`src/rtl/ysyx_22041211_lsu_bus_pkg.sv`:
```
// Shared encodings for the load/store unit: operation types, exception causes,
// FSM states and per-store base byte masks.
package ysyx_22041211_lsu_bus_pkg;

    localparam logic [2:0] LD_NONE = 3'd0;
    localparam logic [2:0] LD_LB   = 3'd1;
    localparam logic [2:0] LD_LBU  = 3'd2;
    localparam logic [2:0] LD_LH   = 3'd3;
    localparam logic [2:0] LD_LHU  = 3'd4;
    localparam logic [2:0] LD_LW   = 3'd5;
    localparam logic [2:0] LD_LWU  = 3'd6;
    localparam logic [2:0] LD_LD   = 3'd7;

    localparam logic [2:0] ST_NONE = 3'd0;
    localparam logic [2:0] ST_SB   = 3'd1;
    localparam logic [2:0] ST_SH   = 3'd2;
    localparam logic [2:0] ST_SW   = 3'd3;
    localparam logic [2:0] ST_SD   = 3'd4;

    localparam logic [1:0] CAUSE_NONE      = 2'd0;
    localparam logic [1:0] CAUSE_LOAD_MIS  = 2'd1;
    localparam logic [1:0] CAUSE_STORE_MIS = 2'd2;
    localparam logic [1:0] CAUSE_BUS_ERR   = 2'd3;

    localparam logic [1:0] S_IDLE = 2'd0;
    localparam logic [1:0] S_REQ  = 2'd1;
    localparam logic [1:0] S_RSP  = 2'd2;
    localparam logic [1:0] S_DONE = 2'd3;

    localparam logic [7:0] STRB_B = 8'h01;
    localparam logic [7:0] STRB_H = 8'h03;
    localparam logic [7:0] STRB_W = 8'h0F;
    localparam logic [7:0] STRB_D = 8'hFF;

    function automatic logic [7:0] store_base(input logic [2:0] st);
        case (st)
            ST_SB:   return STRB_B;
            ST_SH:   return STRB_H;
            ST_SW:   return STRB_W;
            ST_SD:   return STRB_D;
            default: return 8'h00;
        endcase
    endfunction

endpackage

```
`src/rtl/ysyx_22041211_lsu_align.sv`:
```
// Combinational lane logic: misalignment/illegal-width check, store strobe and
// data shifting, and load byte extraction with sign/zero extension.
module ysyx_22041211_lsu_align
    import ysyx_22041211_lsu_bus_pkg::*;
#(
    parameter int DATA_LEN = 32,
    localparam int STRB_LEN = DATA_LEN / 8,
    localparam int OFF_W = $clog2(STRB_LEN)
)(
    input  logic [OFF_W-1:0]    off,
    input  logic [2:0]          load_type,
    input  logic [2:0]          store_type,
    input  logic [DATA_LEN-1:0] wdata,
    input  logic [DATA_LEN-1:0] rdata,
    output logic                is_store,
    output logic                is_load,
    output logic                misalign,
    output logic [STRB_LEN-1:0] wstrb,
    output logic [DATA_LEN-1:0] wdata_sh,
    output logic [DATA_LEN-1:0] load_data
);
    logic [DATA_LEN-1:0] rdata_sh;
    logic signed [7:0]   lb_s;
    logic signed [15:0]  lh_s;
    logic signed [31:0]  lw_s;

    // Out-of-range store codes behave as "no store", so a load can still go through.
    assign is_store = (store_type >= ST_SB) && (store_type <= ST_SD);
    assign is_load  = !is_store && (load_type != LD_NONE);

    always_comb begin
        misalign = 1'b0;
        if (is_store) begin
            case (store_type)
                ST_SH:   misalign = off[0];
                ST_SW:   misalign = (off[1:0] != 2'b00);
                ST_SD:   misalign = (DATA_LEN == 32) || (off != '0);
                default: misalign = 1'b0;
            endcase
        end else begin
            case (load_type)
                LD_LH, LD_LHU: misalign = off[0];
                LD_LW:         misalign = (off[1:0] != 2'b00);
                LD_LWU:        misalign = (DATA_LEN == 32) || (off[1:0] != 2'b00);
                LD_LD:         misalign = (DATA_LEN == 32) || (off != '0);
                default:       misalign = 1'b0;
            endcase
        end
    end

    assign wstrb    = is_store ? (STRB_LEN'(store_base(store_type)) << off) : '0;
    assign wdata_sh = wdata << {off, 3'b000};
    assign rdata_sh = rdata >> {off, 3'b000};

    assign lb_s = rdata_sh[7:0];
    assign lh_s = rdata_sh[15:0];
    assign lw_s = rdata_sh[31:0];

    always_comb begin
        case (load_type)
            LD_LB:   load_data = DATA_LEN'(lb_s);
            LD_LBU:  load_data = DATA_LEN'(rdata_sh[7:0]);
            LD_LH:   load_data = DATA_LEN'(lh_s);
            LD_LHU:  load_data = DATA_LEN'(rdata_sh[15:0]);
            LD_LW:   load_data = DATA_LEN'(lw_s);
            LD_LWU:  load_data = DATA_LEN'(rdata_sh[31:0]);
            default: load_data = rdata_sh;
        endcase
    end

endmodule

```
`src/rtl/ysyx_22041211_lsu_bus.sv`:
```
// Load/store unit between EXU and WBU with a variable-latency request/response
// memory port; one instruction in flight, valid/ready on both sides.
module ysyx_22041211_lsu_bus
    import ysyx_22041211_lsu_bus_pkg::*;
#(
    parameter int DATA_LEN = 32,
    parameter int ADDR_LEN = 32,
    localparam int STRB_LEN = DATA_LEN / 8
)(
    input  logic                clk,
    input  logic                rst,
    input  logic                exu_valid_i,
    output logic                lsu_ready_o,
    input  logic [DATA_LEN-1:0] alu_result_i,
    input  logic [DATA_LEN-1:0] mem_wdata_i,
    input  logic [2:0]          load_type_i,
    input  logic [2:0]          store_type_i,
    input  logic                wd_i,
    input  logic [4:0]          wreg_i,
    input  logic [DATA_LEN-1:0] csr_wdata_i,
    output logic                req_valid_o,
    input  logic                req_ready_i,
    output logic                req_we_o,
    output logic [ADDR_LEN-1:0] req_addr_o,
    output logic [DATA_LEN-1:0] req_wdata_o,
    output logic [STRB_LEN-1:0] req_wstrb_o,
    input  logic                rsp_valid_i,
    input  logic [DATA_LEN-1:0] rsp_rdata_i,
    input  logic                rsp_err_i,
    output logic                lsu_valid_o,
    input  logic                wb_ready_i,
    output logic                wd_o,
    output logic [4:0]          wreg_o,
    output logic [DATA_LEN-1:0] wdata_o,
    output logic [DATA_LEN-1:0] csr_wdata_o,
    output logic                excp_o,
    output logic [1:0]          excp_cause_o
);
    localparam int OFF_W = $clog2(STRB_LEN);

    logic [1:0]          state_q;
    logic                excp_q;
    logic [1:0]          cause_q;
    logic [ADDR_LEN-1:0] addr_q;
    logic [DATA_LEN-1:0] wdata_q;
    logic [DATA_LEN-1:0] csr_q;
    logic [DATA_LEN-1:0] res_q;
    logic [2:0]          ltype_q;
    logic [2:0]          stype_q;
    logic                wd_q;
    logic [4:0]          wreg_q;

    logic                in_idle, in_req, in_rsp, in_done, accept;
    logic [OFF_W-1:0]    cur_off;
    logic [2:0]          cur_ltype, cur_stype;
    logic                is_store, is_load, misalign;
    logic [STRB_LEN-1:0] wstrb;
    logic [DATA_LEN-1:0] wdata_sh, load_data;

    assign in_idle = (state_q == S_IDLE);
    assign in_req  = (state_q == S_REQ);
    assign in_rsp  = (state_q == S_RSP);
    assign in_done = (state_q == S_DONE);
    assign accept  = exu_valid_i && in_idle;

    // Decode straight from the inputs while idle so the accept cycle can pick the next state.
    assign cur_off   = in_idle ? alu_result_i[OFF_W-1:0] : addr_q[OFF_W-1:0];
    assign cur_ltype = in_idle ? load_type_i  : ltype_q;
    assign cur_stype = in_idle ? store_type_i : stype_q;

    ysyx_22041211_lsu_align #(.DATA_LEN(DATA_LEN)) u_align (
        .off        (cur_off),
        .load_type  (cur_ltype),
        .store_type (cur_stype),
        .wdata      (wdata_q),
        .rdata      (rsp_rdata_i),
        .is_store   (is_store),
        .is_load    (is_load),
        .misalign   (misalign),
        .wstrb      (wstrb),
        .wdata_sh   (wdata_sh),
        .load_data  (load_data)
    );

    always_ff @(posedge clk or negedge rst) begin
        if (!rst) begin
            state_q <= S_IDLE;
            excp_q  <= 1'b0;
            cause_q <= CAUSE_NONE;
        end else begin
            case (state_q)
                S_IDLE: if (exu_valid_i) begin
                    state_q <= ((is_store || is_load) && !misalign) ? S_REQ : S_DONE;
                    excp_q  <= misalign;
                    cause_q <= !misalign ? CAUSE_NONE :
                               (is_store ? CAUSE_STORE_MIS : CAUSE_LOAD_MIS);
                end
                S_REQ: if (req_ready_i) state_q <= S_RSP;
                S_RSP: if (rsp_valid_i) begin
                    state_q <= S_DONE;
                    excp_q  <= rsp_err_i;
                    cause_q <= rsp_err_i ? CAUSE_BUS_ERR : CAUSE_NONE;
                end
                default: if (wb_ready_i) state_q <= S_IDLE;
            endcase
        end
    end

    always_ff @(posedge clk) begin
        if (accept) begin
            addr_q  <= alu_result_i[ADDR_LEN-1:0];
            wdata_q <= mem_wdata_i;
            csr_q   <= csr_wdata_i;
            ltype_q <= load_type_i;
            stype_q <= store_type_i;
            wd_q    <= wd_i;
            wreg_q  <= wreg_i;
            res_q   <= (is_store || is_load) ? '0 : alu_result_i;
        end else if (in_rsp && rsp_valid_i) begin
            res_q   <= (is_load && !rsp_err_i) ? load_data : '0;
        end
    end

    // Outputs are gated by state so they read as zero whenever they carry nothing.
    assign lsu_ready_o  = in_idle;
    assign req_valid_o  = in_req;
    assign req_we_o     = in_req && is_store;
    assign req_addr_o   = in_req ? (addr_q & ~ADDR_LEN'(STRB_LEN - 1)) : '0;
    assign req_wdata_o  = (in_req && is_store) ? wdata_sh : '0;
    assign req_wstrb_o  = in_req ? wstrb : '0;
    assign lsu_valid_o  = in_done;
    assign wd_o         = in_done && wd_q && !excp_q && !is_store;
    assign wreg_o       = in_done ? wreg_q : '0;
    assign wdata_o      = in_done ? res_q : '0;
    assign csr_wdata_o  = in_done ? csr_q : '0;
    assign excp_o       = in_done && excp_q;
    assign excp_cause_o = in_done ? cause_q : CAUSE_NONE;

endmodule

```
`config.mk`:
```
export PLATFORM = sky130hd
export DESIGN_NAME = ysyx_22041211_lsu_bus
export DESIGN_NICKNAME = d
export VERILOG_FILES = /design/src/rtl/ysyx_22041211_lsu_bus_pkg.sv /design/src/rtl/ysyx_22041211_lsu_align.sv /design/src/rtl/ysyx_22041211_lsu_bus.sv
export SDC_FILE = /design/constraint.sdc
export NUM_CORES = 1
export LEC_CHECK = 0
export ABC_AREA = 1
export ABC_CLOCK_PERIOD_IN_PS = 14800
export BUFFER_PORTS_ARGS = -buffer_cell sky130_fd_sc_hd__buf_2
export CAP_MARGIN = 20
export CORE_MARGIN = 4
export CORE_UTILIZATION = 54
export CTS_CLUSTER_SIZE = 20
export DETAILED_ROUTE_END_ITERATION = 8
export PLACE_DENSITY = 0.95
export SYNTH_ARGS = -nofsm -noshare
export SYNTH_HDL_FRONTEND = slang
export SYNTH_SLANG_ARGS = --single-unit
```
`constraint.sdc`:
```
create_clock -name clk -period 14.8 [get_ports clk]
set_clock_uncertainty 0.15 [all_clocks]
set_input_delay 2.22 -clock clk [delete_from_list [all_inputs] [get_ports clk]]
set_output_delay 2.22 -clock clk [all_outputs]
set_load 0.02 [all_outputs]
```
Yosys cells after proc, flatten, opt, wreduce, memory -nomap -nowiden

Cells that the tools add are included.

Register bits: 145
Bits in latches: 0
RAM bits: 0
ROM bits: 0
Bits of input ports: 147
Output and inout bits: 145
Word-level logic and storage cells: 94
Memories: 0

Add/subtract/negate cells: 0
Multipliers: 0
Div/mod/pow operators: 0
$lt $le $gt $ge: 2
Equality and inequality tests: 17
Shifts and indexed selects: 3
Multiplexer cells: 35
Bitwise logic cells: 0
Reduce and logical (&&, ||, !) cells: 26

Operators by type and width:

| kind                                                            | number |
|---|---|
| 32-bit two-way mux                                              | 8 |
| 32-bit one-hot mux with 4 select lines                          | 1 |
| 32-bit by 5-bit left shift with 32-bit output                   | 1 |
| 32-bit by 5-bit right shift with 32-bit output                  | 1 |
| 2-bit two-way mux                                               | 12 |
| 4-bit one-hot mux with 4 select lines                           | 1 |
| 3-bit == test, second input constant                            | 5 |
| 3-bit by 2-bit == test with 1-bit output, second input constant | 4 |
| 1-bit logical AND                                               | 11 |
| 4-bit two-way mux                                               | 2 |
| 3-bit by 1-bit == test with 1-bit output, second input constant | 2 |
| 3-bit two-way mux                                               | 2 |
| 2-bit != test, second input constant                            | 3 |
| 1-bit one-hot mux with 3 select lines                           | 2 |
| 2-bit one-hot mux with 3 select lines                           | 1 |
| 2-bit nonzero test                                              | 3 |
| 5-bit two-way mux                                               | 1 |
| 2-bit == test, second input constant                            | 2 |
| 1-bit zero test                                                 | 4 |
| 2-bit one-hot mux with 2 select lines                           | 1 |
| 4-bit AND reduction                                             | 1 |
| 4-bit nonzero test                                              | 1 |
| 2-bit OR reduction                                              | 2 |
| 4-bit by 2-bit left shift with 4-bit output                     | 1 |
| other kinds (9)                                                 | 11 |

Logic depth before layout (Yosys ltp)

Depth after elaboration: 11
Mapped depth: 17
Depth with buffers taken out: 15

Hierarchy

A second synthesis with hierarchy kept.

Cell total of the unflattened synthesis: 973
Area total of the unflattened synthesis: 8184.1 sq um

Modules (own cells, without submodules):

| module                  | times used | cells an instance | area each (sq um) | sequential area each (sq um) |
|---|---|---|---|---|
| ysyx_22041211_lsu_bus   | 1          | 637               | 6560.0            | 4329.2 |
| ysyx_22041211_lsu_align | 1          | 336               | 1624.1            | 0.0 |

Least setup slack after synthesis

No wires, ideal clock.

Path kind: input-to-reg
Start: in exu_valid_i
End: reg addr_q[0], enable pin
Library setup time: 0.516 ns
Arrival: 5.535 ns
Data required time: 14.134 ns
Slack: 8.599 ns
Stages: 3
Buffers on the path: 1
Cells stage by stage: nand2_1 -> inv_1 -> clkbuf_1

Cells in the longest elaborated chain, start to end: 1

Ends and longest elaborated chain:

| element              | line                         | source |
|---|---|---|
| start, declared      | ysyx_22041211_lsu_bus.sv:12  | `input logic exu_valid_i,` |
| 1-bit logical AND    | ysyx_22041211_lsu_bus.sv:64  | `assign accept = exu_valid_i && in_idle;` |
| via accept           | ysyx_22041211_lsu_bus.sv:53  | `logic in_idle, in_req, in_rsp, in_done, accept;` |
| end signal, assigned | ysyx_22041211_lsu_bus.sv:111 | `addr_q <= alu_result_i[ADDR_LEN-1:0];` |
| end, declared        | ysyx_22041211_lsu_bus.sv:44  | `logic [ADDR_LEN-1:0] addr_q;` |

The timed path passes the listed nets, and every way through them passes these cells.
A chain may end at the register's enable or synchronous reset.

Worst setup path in the final report

Start: in alu_result_i[0]
End: out req_wdata_o[24]

Cells in the longest elaborated chain, start to end: 3

Ends and longest elaborated chain:

| element                                       | line                          | source |
|---|---|---|
| start, declared                               | ysyx_22041211_lsu_bus.sv:14   | `input logic [DATA_LEN-1:0] alu_result_i,` |
| 2-bit two-way mux                             | ysyx_22041211_lsu_bus.sv:67   | `assign cur_off = in_idle ? alu_result_i[OFF_W-1:0] : addr_q[OFF_W-1:0];` |
| 32-bit by 5-bit left shift with 32-bit output | ysyx_22041211_lsu_align.sv:52 | `assign wdata_sh = wdata << {off, 3'b000};` |
| 32-bit two-way mux                            | ysyx_22041211_lsu_bus.sv:129  | `assign req_wdata_o = (in_req && is_store) ? wdata_sh : '0;` |
| end, declared                                 | ysyx_22041211_lsu_bus.sv:25   | `output logic [DATA_LEN-1:0] req_wdata_o,` |

Every way passes these cells.

==> results.ini <==
[logic_synthesis]
synth_cell_types = 41
yosys_warnings = 0
synth_area_sq_um = 7660
ys_ff_latch = 145
synthFlopType = edfxtp_1
yosysSeqAreaShare = 0.565
syn-mean-instance-area_sq_um = 9.04
synth_edf_count = 140
synthArstFlopShare = 0.0345
syn_inst = 847

[flow_run]
maxCapViolCount = 0

[floorplanning]
die_w_um = 127
core_sq_um = 13900
die_y_um = 127
fp.dieArea_sq_um = 16100
start_util = 0.552
io_pins = 292
num_rows = 43

[drt]
final_antenna_net_count = 0
dr.pass1.iters = 5
vias = 6748
viasPerCell = 5.18
detail_route.wl_per_cell_um = 16.7
finalWirelength_um = 21700
drc_errors = 0
first_iter_violations = 590

[power_and_ir_drop]
clkPwrFrac = 0.227
pwr-share-comb = 0.466
switching_share = 0.442
leakagePower_uw = 0.00529
p_sw_uw = 892
seq_power_share = 0.307
vdd_ir_drop_max_uv = 131
powerDensity_nw_per_um2 = 208
p_int_uw = 1130

[setup_path]
cp_data_required_time_ps = 12430
crit_path_start_kind = primary input
crit_path_max_incr_delay_ps = 450
slowest_stage = nand2_4
cp-end-kind = output pin
worstPathMaxFanout = 69
worstSetupPathType = in -> out
crit_chain = buf_2 -> inv_1 -> nand2_2 -> nand2_4 -> inv_4 -> o21ai_0 -> inv_1 -> a221oi_1 -> buf_2
reg2reg_from = state_q[0]$_DFFE_PN0P_
cp.arrival_ps = 4200
crit_start = alu_result_i[0]

[finish]
fin_nets = 1260
drive_gt1_frac = 0.328
syn2layout_area_growth_pct = 26.6
fin_area_sq_um = 9700
final_core_util = 0.698

[timing]
fin_setup_tns_ps = 0
max_freq_mhz = 152
period_share = 0.444
hold_viol = 0
setup_slack_ps = 8230
slew_headroom = 0.419
period_minus_slack_ps = 6570
drv_slew = 0
hold_slack_ps = 350
tightest_slew_ps = 872
rsz0062_at_grt = false
finalSetupViolations = 0

[global_routing]
grt_max_degree = 74
grt_pass1_wl_um = 33000
grt_usage = 0.263
antenna_found_initial = 3
overflow = 0
grt_pass1_vias = 6455

[place]
dp_slack_ps = 8260
dpl-instance-area_sq_um = 9060
dp_hpwl_um = 15900
place_congestion = 0.938
port-buffer-count = 289

[cts]
tritoncts = done
clock_path_buffers = 2
clock-root-buffer = clkbuf_16
numCtsBuffers = 17
cts_resized = 0
clock_sinks = 145
cts_hold_buf = 0
clkTransAtPathRegs_ps = 60
cts_max_level = 4
cts_setup_buffers = 0
worstSkewPairLatency_ps = 420

[worst_hold_path]
min_from = cause_q[1]$_DFFE_PN0P_
min_path_type = reg -> reg

[outcome]
status = finished clean

==> flip-flops by register name, indices dropped and copies added, names as in the netlist, 2 cells and up <==
register / count
wreg_q: 5
ltype_q: 3
stype_q: 3
res_q: 32
addr_q: 32
csr_q: 32
wdata_q: 32
state_q: 2
cause_q: 2
==> cell type report <==
class                      instances  area [sq um]
antenna                            1          2.50
clock buffer                      17           425
clock inverter                    15           206
fill                            1059          4190
inverter                         161           617
multi-input combinational        491          2410
sequential                       145          4330
tap                              180           225
timing repair buffer             293          1480
==> worst max-delay path: cells and delay by family <==
kind | cells | cell delay, ps
simple gates | 2 | 520
buf+inv | 5 | 870
compound gates | 2 | 550
==> power groups by stage <==
stage	clock network (uW)	logic, uW	registers (uW)
3_5_place_dp	0	934	628
6_report	458	940	620
2_1_floorplan	0	724	628
3_3_place_gp	0	909	623
5_1_grt	483	1040	628
4_1_cts	462	936	620
==> cell families after synthesis <==
logic type | synth area share
flops | 0.565
compound gates | 0.0956
fa+ha+maj | 0.00654
simple gates | 0.212
buf+inv | 0.120
other cells | 0.000490
==> metal layers <==
layer | GRT usage | share of wire
met5 | 0 | 0.0010
met4 | 0.110 | 0.034
met3 | 0.0644 | 0.080
met2 | 0.448 | 0.50
met1 | 0.321 | 0.38
==> synth_stat cells, types with 2 or more instances <==
library cell	n	area, sq um
o2bb2ai_1	5	43.8
a221oi_2	5	75.1
a221oi_1	2	17.5
inv_2	2	7.51
a21oi_1	16	80.1
a211oi_1	6	45.0
nor2_2	2	12.5
clkbuf_1	21	78.8
o21ai_1	5	25.0
nor3_1	4	20.0
nand3_4	3	52.6
o211ai_1	2	15.0
buf_6	8	90.1
nand2_1	239	897
nand2_4	4	45.0
inv_4	4	25.0
nand3_1	64	320
o22ai_1	6	37.5
buf_2	14	70.1
dfrtp_1	5	125
nand2_2	18	113
inv_1	155	582
o31ai_1	8	60.1
o21ai_0	51	255
buf_4	7	52.6
o221ai_1	4	35.0
edfxtp_1	140	4200
nor2_1	31	116
ha_1	4	50.1
==> final timing paths <==
check	endpoint	slack, ps	depth (start not counted)
max in group asynchronous	cause_q[0]$_DFFE_PN0P_	12930	1
min in group asynchronous	state_q[0]$_DFFE_PN0P_	1450	1
worst min-delay path	cause_q[1]$_DFFE_PN0P_	350	2
worst max-delay path	req_wdata_o[24]	8230	9
worst min register to register	cause_q[1]$_DFFE_PN0P_	350	2
worst max register to register	res_q[23]$_DFFE_PP_	10940	13
==> stage by stage <==
step | power, uW | cells
4_1_cts | 2020 | 1302
6_report | 2020 | 1303
2_1_floorplan | 1350 | 848
3_5_place_dp | 1560 | 1270
3_3_place_gp | 1530 | 1270
5_1_grt | 2150 | 1302
==> cell usage in the layout, fill, tap and decap left out, types with 2 or more instances in the layout <==
cell        synthesis  routed
a211oi_1            6       6
a21oi_1            16      16
a221oi_1            2       2
a221oi_2            5       5
buf_2              14     289
buf_4               7       4
bufinv_16           0       4
clkbuf_16           0      17
clkinv_2            0       2
clkinv_4            0       2
clkinvlp_4          0       2
conb_1              1       2
dfrtp_1             5       5
edfxtp_1          140     140
ha_1                4       3
inv_1             155     154
inv_2               2       2
inv_4               4       5
inv_6               0       2
inv_8               0       2
nand2_1           239     239
nand2_2            18      18
nand2_4             4       4
nand3_1            64      64
nand3_4             3       3
nor2_1             31      31
nor2_2              2       2
nor3_1              4       4
o211ai_1            2       2
o21ai_0            51      51
o21ai_1             5       5
o221ai_1            4       4
o22ai_1             6       6
o2bb2ai_1           5       5
o31ai_1             8       8
(Power assumes the default switching activity.)
